## config.mk

```make
export PLATFORM = sky130hd
export DESIGN_NAME = cla_nibble_serial_adder
export DESIGN_NICKNAME = d
export VERILOG_FILES = /design/src/rtl/cla_nibble_serial_adder.sv
export SDC_FILE = /design/constraint.sdc
export NUM_CORES = 1
export LEC_CHECK = 0
export CAP_MARGIN = 15
export CORE_UTILIZATION = 44
export DETAILED_ROUTE_END_ITERATION = 16
export GPL_TIMING_DRIVEN = 0
export MAX_ROUTING_LAYER = met4
export PLACE_DENSITY_LB_ADDON = 0.08
export SLEW_MARGIN = 20
export SYNTH_ARGS = -nofsm -noshare
export SYNTH_HDL_FRONTEND = slang
export SYNTH_SLANG_ARGS = --single-unit
```

## constraint.sdc

```tcl
create_clock -name clk -period 1.25 [get_ports clk]
set_input_delay 0.125 -clock clk [delete_from_list [all_inputs] [get_ports clk]]
set_output_delay 0.125 -clock clk [all_outputs]
set_load 0.03 [all_outputs]
```

## src/rtl/cla_nibble_serial_adder.sv

```systemverilog
// Nibble-serial WIDTH-bit adder sequencer driving an external 4-bit carry-lookahead slice.
// Optional signed-overflow output enabled by defining CLA_SER_OVF_EN.
module cla_nibble_serial_adder #(
  parameter int WIDTH = 16
) (
  input  logic             clk,
  input  logic             rst_n,
  input  logic             in_valid,
  output logic             in_ready,
  input  logic [WIDTH-1:0] in_a,
  input  logic [WIDTH-1:0] in_b,
  input  logic             in_cin,
  output logic             out_valid,
  input  logic             out_ready,
  output logic [WIDTH-1:0] out_sum,
  output logic             out_cout,
`ifdef CLA_SER_OVF_EN
  output logic             out_ovf,
`endif
  output logic [3:0]       slc_a,
  output logic [3:0]       slc_b,
  output logic             slc_cin,
  input  logic [3:0]       slc_sum,
  input  logic             slc_cout
);

  localparam int NIB = WIDTH / 4;
  localparam int CW  = (NIB > 1) ? $clog2(NIB) : 1;
  localparam logic [CW-1:0] CNT_LAST = CW'(NIB - 1);
  localparam logic [CW-1:0] CNT_ONE  = CW'(1);
  localparam logic [CW-1:0] CNT_ZERO = CW'(0);

  typedef enum logic [1:0] {
    IDLE = 2'd0,
    RUN  = 2'd1,
    DONE = 2'd2
  } state_t;

  state_t           state_r;
  logic [CW-1:0]    cnt_r;
  logic             carry_r;
  logic [WIDTH-1:0] a_sh_r;
  logic [WIDTH-1:0] b_sh_r;
  logic [WIDTH-5:0] sum_sh_r;
  logic             in_ready_r;
  logic             out_valid_r;
  logic [WIDTH-1:0] out_sum_r;
  logic             out_cout_r;
  logic [WIDTH-1:0] sum_next_s;
`ifdef CLA_SER_OVF_EN
  logic             out_ovf_r;
  assign out_ovf = out_ovf_r;
`endif

  // Operands shift right one nibble per RUN cycle, so the active nibble is always [3:0];
  // sum nibbles shift in from the top and land in place after NIB cycles.
  assign sum_next_s = {slc_sum, sum_sh_r};

  assign in_ready  = in_ready_r;
  assign out_valid = out_valid_r;
  assign out_sum   = out_sum_r;
  assign out_cout  = out_cout_r;

  // Slice drive: registered operand nibbles and chained carry, quiet outside RUN.
  always_comb begin
    slc_a   = 4'h0;
    slc_b   = 4'h0;
    slc_cin = 1'b0;
    if (state_r == RUN) begin
      slc_a   = a_sh_r[3:0];
      slc_b   = b_sh_r[3:0];
      slc_cin = carry_r;
    end else begin
      slc_a   = 4'h0;
      slc_b   = 4'h0;
      slc_cin = 1'b0;
    end
  end

  // Sequencer FSM with registered handshake and result outputs.
  always_ff @(posedge clk) begin
    if (!rst_n) begin
      state_r     <= IDLE;
      cnt_r       <= CNT_ZERO;
      carry_r     <= 1'b0;
      a_sh_r      <= {WIDTH{1'b0}};
      b_sh_r      <= {WIDTH{1'b0}};
      sum_sh_r    <= {(WIDTH-4){1'b0}};
      in_ready_r  <= 1'b1;
      out_valid_r <= 1'b0;
      out_sum_r   <= {WIDTH{1'b0}};
      out_cout_r  <= 1'b0;
`ifdef CLA_SER_OVF_EN
      out_ovf_r   <= 1'b0;
`endif
    end else begin
      case (state_r)
        IDLE: begin
          if (in_valid) begin
            a_sh_r     <= in_a;
            b_sh_r     <= in_b;
            carry_r    <= in_cin;
            cnt_r      <= CNT_ZERO;
            in_ready_r <= 1'b0;
            state_r    <= RUN;
          end
        end
        RUN: begin
          a_sh_r   <= {4'h0, a_sh_r[WIDTH-1:4]};
          b_sh_r   <= {4'h0, b_sh_r[WIDTH-1:4]};
          sum_sh_r <= sum_next_s[WIDTH-1:4];
          carry_r  <= slc_cout;
          if (cnt_r == CNT_LAST) begin
            out_sum_r   <= sum_next_s;
            out_cout_r  <= slc_cout;
`ifdef CLA_SER_OVF_EN
            // Carry into the MSB recovered from the slice's top sum bit.
            out_ovf_r   <= slc_cout ^ (slc_sum[3] ^ a_sh_r[3] ^ b_sh_r[3]);
`endif
            cnt_r       <= CNT_ZERO;
            out_valid_r <= 1'b1;
            state_r     <= DONE;
          end else begin
            cnt_r <= cnt_r + CNT_ONE;
          end
        end
        DONE: begin
          if (out_ready) begin
            out_valid_r <= 1'b0;
            in_ready_r  <= 1'b1;
            state_r     <= IDLE;
          end
        end
        default: begin
          state_r     <= IDLE;
          cnt_r       <= CNT_ZERO;
          in_ready_r  <= 1'b1;
          out_valid_r <= 1'b0;
        end
      endcase
    end
  end

endmodule

```

# [After elaboration in Yosys (flattened, before gate mapping)]
# Index checks and enable logic that the tools add are counted.
[classes] add_sub_neg=1 multipliers=0 div=0 magnitude_cmp=0 n_eq_ne=6 n_shift=0 muxes=22 bitwise=3 reduce_logical=8
[ops] cell="$pmux 16 s2" n=2
[ops] cell="$mux 16" n=2
[ops] cell="$pmux 2 s3" n=2
[ops] cell="$mux 2" n=5
[ops] cell="$reduce_and 3->1" n=3
[ops] cell="$mux 4" n=2
[ops] cell="$mux 1" n=6
[ops] cell="$pmux 1 s3" n=2
[ops] cell="$reduce_and 2->1" n=3
[ops] cell="$eq 2x2->1 const B" n=2
[ops] cell="$ne 2x2->1 const B" n=2
[ops] cell="$not 1->1" n=3
[ops] cell="$add 2x1->2 const B" n=1
[ops] cell="$eq 2x1->1 const B" n=1
[ops] cell="$logic_not 2->1" n=1
[ops] cell="$ne 2x1->1 const B" n=1
[ops] cell="$pmux 1 s2" n=1
[ops] cell="$reduce_bool 2->1" n=1
[totals] register_bits=68 latchBits=0 ramBits=0 mem_bits_ro=0 input_bits=42 out_inout_bits=28 elab_cells=50 n_memories=0

# [Longest topological paths before layout]
[logic_depth] word_depth=3 depth_mapped=6 ltp_nobuf=4

# [Least setup slack after synthesis]
# Ideal clock, no wire load.
[synth_path] path_kind="flip-flop to output port" startpoint="register state_r[1]" endpoint="output port slc_a[0]" t_arrival_ns=1.225 required_time_ns=1.125 path_slack_ns=-0.100 path_stages_with_launch=5 path_buffers=2 cell_sequence="dfxtp_1 > buf_2 > nor2b_1 > clkbuf_1 > and2_1"
[synth_via] elab_chain_cells=2
[synth_rtl] element="start: declaration" line="39" rtl="state_t state_r;"
[synth_rtl] element="start signal: assignment" line="83" rtl="state_r <= IDLE;"
[synth_rtl] element="start signal: assignment" line="105" rtl="state_r <= RUN;"
[synth_rtl] element="start signal: assignment" line="122" rtl="state_r <= DONE;"
[synth_rtl] element="$eq 2x1->1" line="69" rtl="if (state_r == RUN) begin"
[synth_rtl] element="$mux 4" line="69"
[synth_rtl] element="end: declaration" line="20" rtl="output logic [3:0] slc_a,"
# No other way between the ends.

# [Final worst setup path]
[layout_path] startpoint="register state_r[1]" endpoint="output port slc_b[3]"
[layout_via] elab_chain_cells=2
[layout_rtl] element="$eq 2x1->1" line="69"
[layout_rtl] element="$mux 4" line="69"
[layout_rtl] element="end: declaration" line="21" rtl="output logic [3:0] slc_b,"
# No other way between the ends.

==> metrics.txt <==
Lkg Pwr=1.85 nW; IO Pins=70; GRT overflow=0; Site Rows=29; core area=6350 um2; Worst Slack Setup Final=-0.248 ns; Synth Area per Inst=9.88 um2; Synth area leaders=dfxtp_1 (47%), o2bb2ai_2 (10%), mux2i_1 (8.7%); global-route wire length before repair=12000 um; EDFF count, synth=0; layout cells sized above 1=31.4%; Power Density=1070 nW/um2; initial antenna violation count=0; critical path class=register to output pin; Peak Freq=668 MHz; global-route met1 utilization=30.8%; Cell Count Post-Placement=438; Max VDD drop=0.000788 V; final net count=434; clock period minus worst slack=1.50 ns; Layout Skew=0.0102 ns; Final Hold Viols=0; Final Instance Count excl. Fillers=472; Via Count=2470; initial drt markers=90; number of I/O port buffers=69; Critical Path RT=1.12 ns; synth cell count leaders=dfxtp_1 (68), nand2_1 (54), nand3_1 (34); Min Hold Slack=0.330 ns; vias in the first global route=2418; CTS sink count=68; maxcap violations=0; Sw Ratio=26.7%; die width=83.0 um; H-tree depth=3; # DRC=0; Final Max Slew Viols=0; Syn Nets=335; GR Layer Usage met2=32.2%; pin count of the biggest net entering global routing=12; GR peak layer=met2; top-count cell post-synth=dfxtp_1; Inserted Diodes=0; wire per inst=16.0 um; switching power=0.00129 W; Final setup viols=44; combinational power share=18.9%; Initial Util=45.4%; unique cell type count in the Yosys netlist=29; Synth Instances=292; hpwl dp=4690 um; GRT Resource Usage Total=22.5%; area leader, netlist=dfxtp_1; RSZ-0062 raised after global routing=true; CTS root buffer=clkbuf_8; violated checks=setup timing; Internal=0.00354 W; met3 global-route usage=3.98%; sequential share of power=48.8%; Layout area overhead=56.0%; DR pass1 iterations=4; WP data arrival=1.37 ns; Syn Std Cell Area=2890 um2; Most used DFF post-synth=dfxtp_1; CTS Hold Bufs=0; routability cong.=0.788; final antenna-violating net count=0; Die Height=83.0 um; run status=finished, violations left; Tightest Hold Check Type=primary input to register; Max-slew headroom=69.4%; Synth warnings=0; final period utilization=120%; Routed Wire Length=7530 um; CTS Buf Count=9; DR vias/cell=5.23; Post-synth ARST share=0%; Clk Latency, worst-skew pair=0.34 ns; Placed Instance Area=3700 um2; total negative slack=-5.08 ns; Die Area=6880 um2; startpoint type of the worst setup path=register; Worst setup EP type=output pin; Final Util=70.9%; Seq/Total Area, Yosys=47.2%; fin area=4500 um2; Synth top area share=47.2%; CTS tree=yes; worst-margin pin slew=0.459 ns; crit-path max FO=5; Clock Power Share=32.3%; Filler cells=477; FF+latch count, synth=68; clk buf depth=2; Clock transition at path regs=0.07 ns
==> repair_timing <==
action / CTS / global route
pin swaps: 27 / 14
gates cloned: 3 / 1
setup buffers: 16 / 2
setup endpoints to repair: 83 / 67
resized for setup: 134 / 60
==> critical path, cell delays in order (launching register included) <==
cell and delay (ns):
dfxtp_2 0.33, buf_6 0.12, nor2b_4 0.18, buf_8 0.15
and2_4 0.14, buf_6 0.12
==> state kept, by name, indices dropped and copies added (netlist names) <==
name       count
a_sh_r        16
b_sh_r        16
carry_r        1
cnt_r          2
in_ready       1
out_cout       1
out_sum       16
out_valid      1
state_r        2
sum_sh_r      12
==> final cells by class <==
| class | count | area, um2 | share of cell area, % |
|---|---|---|---|
| multi-input combinational | 198 | 1660 | 36.9 |
| sequential | 68 | 1370 | 30.4 |
| timing repair buffer | 91 | 962 | 21.4 |
| buffer | 22 | 240 | 5.34 |
| clock buffer | 11 | 141 | 3.14 |
| tap | 77 | 96.3 | 2.14 |
| clock inverter | 4 | 26.3 | 0.584 |
| inverter | 1 | 3.75 | 0.0834 |
==> stage by stage <==
stage	total power (W)	setup WS (ns)
6_report	0.00483	-0.248
5_1_grt	0.00505	-0.286
4_1_cts	0.00470	-0.254
3_5_place_dp	0.00302	-0.819
3_3_place_gp	0.00301	-0.810
2_1_floorplan	0.00276	-0.0142
==> path summary, 6_finish.rpt <==
| kind | from | endpoint | slack, ns | cells after the start |
|---|---|---|---|---|
| hold / removal | in_valid | state_r[0] | 0.33 | 3 |
| setup / recovery | state_r[1] | slc_b[3] | -0.25 | 5 |
| setup reg to reg | state_r[0] | a_sh_r[9] | -0.14 | 6 |
| hold reg to reg | out_sum[2] | out_sum[2] | 0.45 | 2 |
==> layout by cell type (no fill, tap or decap), types with 2 or more instances in the layout <==
| cell type | n |
|---|---|
| dlygate4sd2_1 | 18 |
| nand2_1 | 54 |
| clkdlybuf4s50_1 | 40 |
| a21boi_1 | 6 |
| o2bb2ai_2 | 17 |
| nor2b_1 | 5 |
| buf_12 | 5 |
| mux2i_4 | 3 |
| dfxtp_1 | 64 |
| mux2i_2 | 4 |
| a21oi_1 | 2 |
| buf_8 | 6 |
| clkbuf_8 | 10 |
| mux2i_1 | 18 |
| a21boi_0 | 9 |
| o22ai_1 | 5 |
| dfxtp_2 | 3 |
| buf_6 | 21 |
| buf_16 | 2 |
| or3b_4 | 2 |
| nand3b_1 | 4 |
| clkbuf_2 | 2 |
| nand3_1 | 30 |
| o21ai_0 | 4 |
| buf_2 | 3 |
| nand3_2 | 4 |
| clkbuf_1 | 3 |
| and2_4 | 9 |
| nor2_1 | 2 |
| o2bb2ai_4 | 8 |
| clkinv_2 | 2 |
| buf_4 | 11 |
==> power by group through the flow <==
stage	Sequential, W	Clock (W)	Combinational (W)
6_report	0.00236	0.00156	0.000912
5_1_grt	0.00237	0.00172	0.000963
4_1_cts	0.00234	0.00159	0.000772
3_5_place_dp	0.00238	0	0.000639
3_3_place_gp	0.00238	0	0.000628
2_1_floorplan	0.00237	0	0.000390
==> per-layer routing <==
metal	up-vias	routed length (um)
li1	1223	-
met1	1165	3650
met2	65	3420
met3	17	276
met4	0	184
met5	-	0
==> cell families after synthesis <==
family | after synthesis | synth area share, %
mux | 25 | 8.67
simple gates | 116 | 19.3
buf+inv | 26 | 5.07
fa+ha+maj | 1 | 0.434
compound gates | 56 | 19.3
flops | 68 | 47.2
No activity file was read; power rests on OpenSTA's default activity.
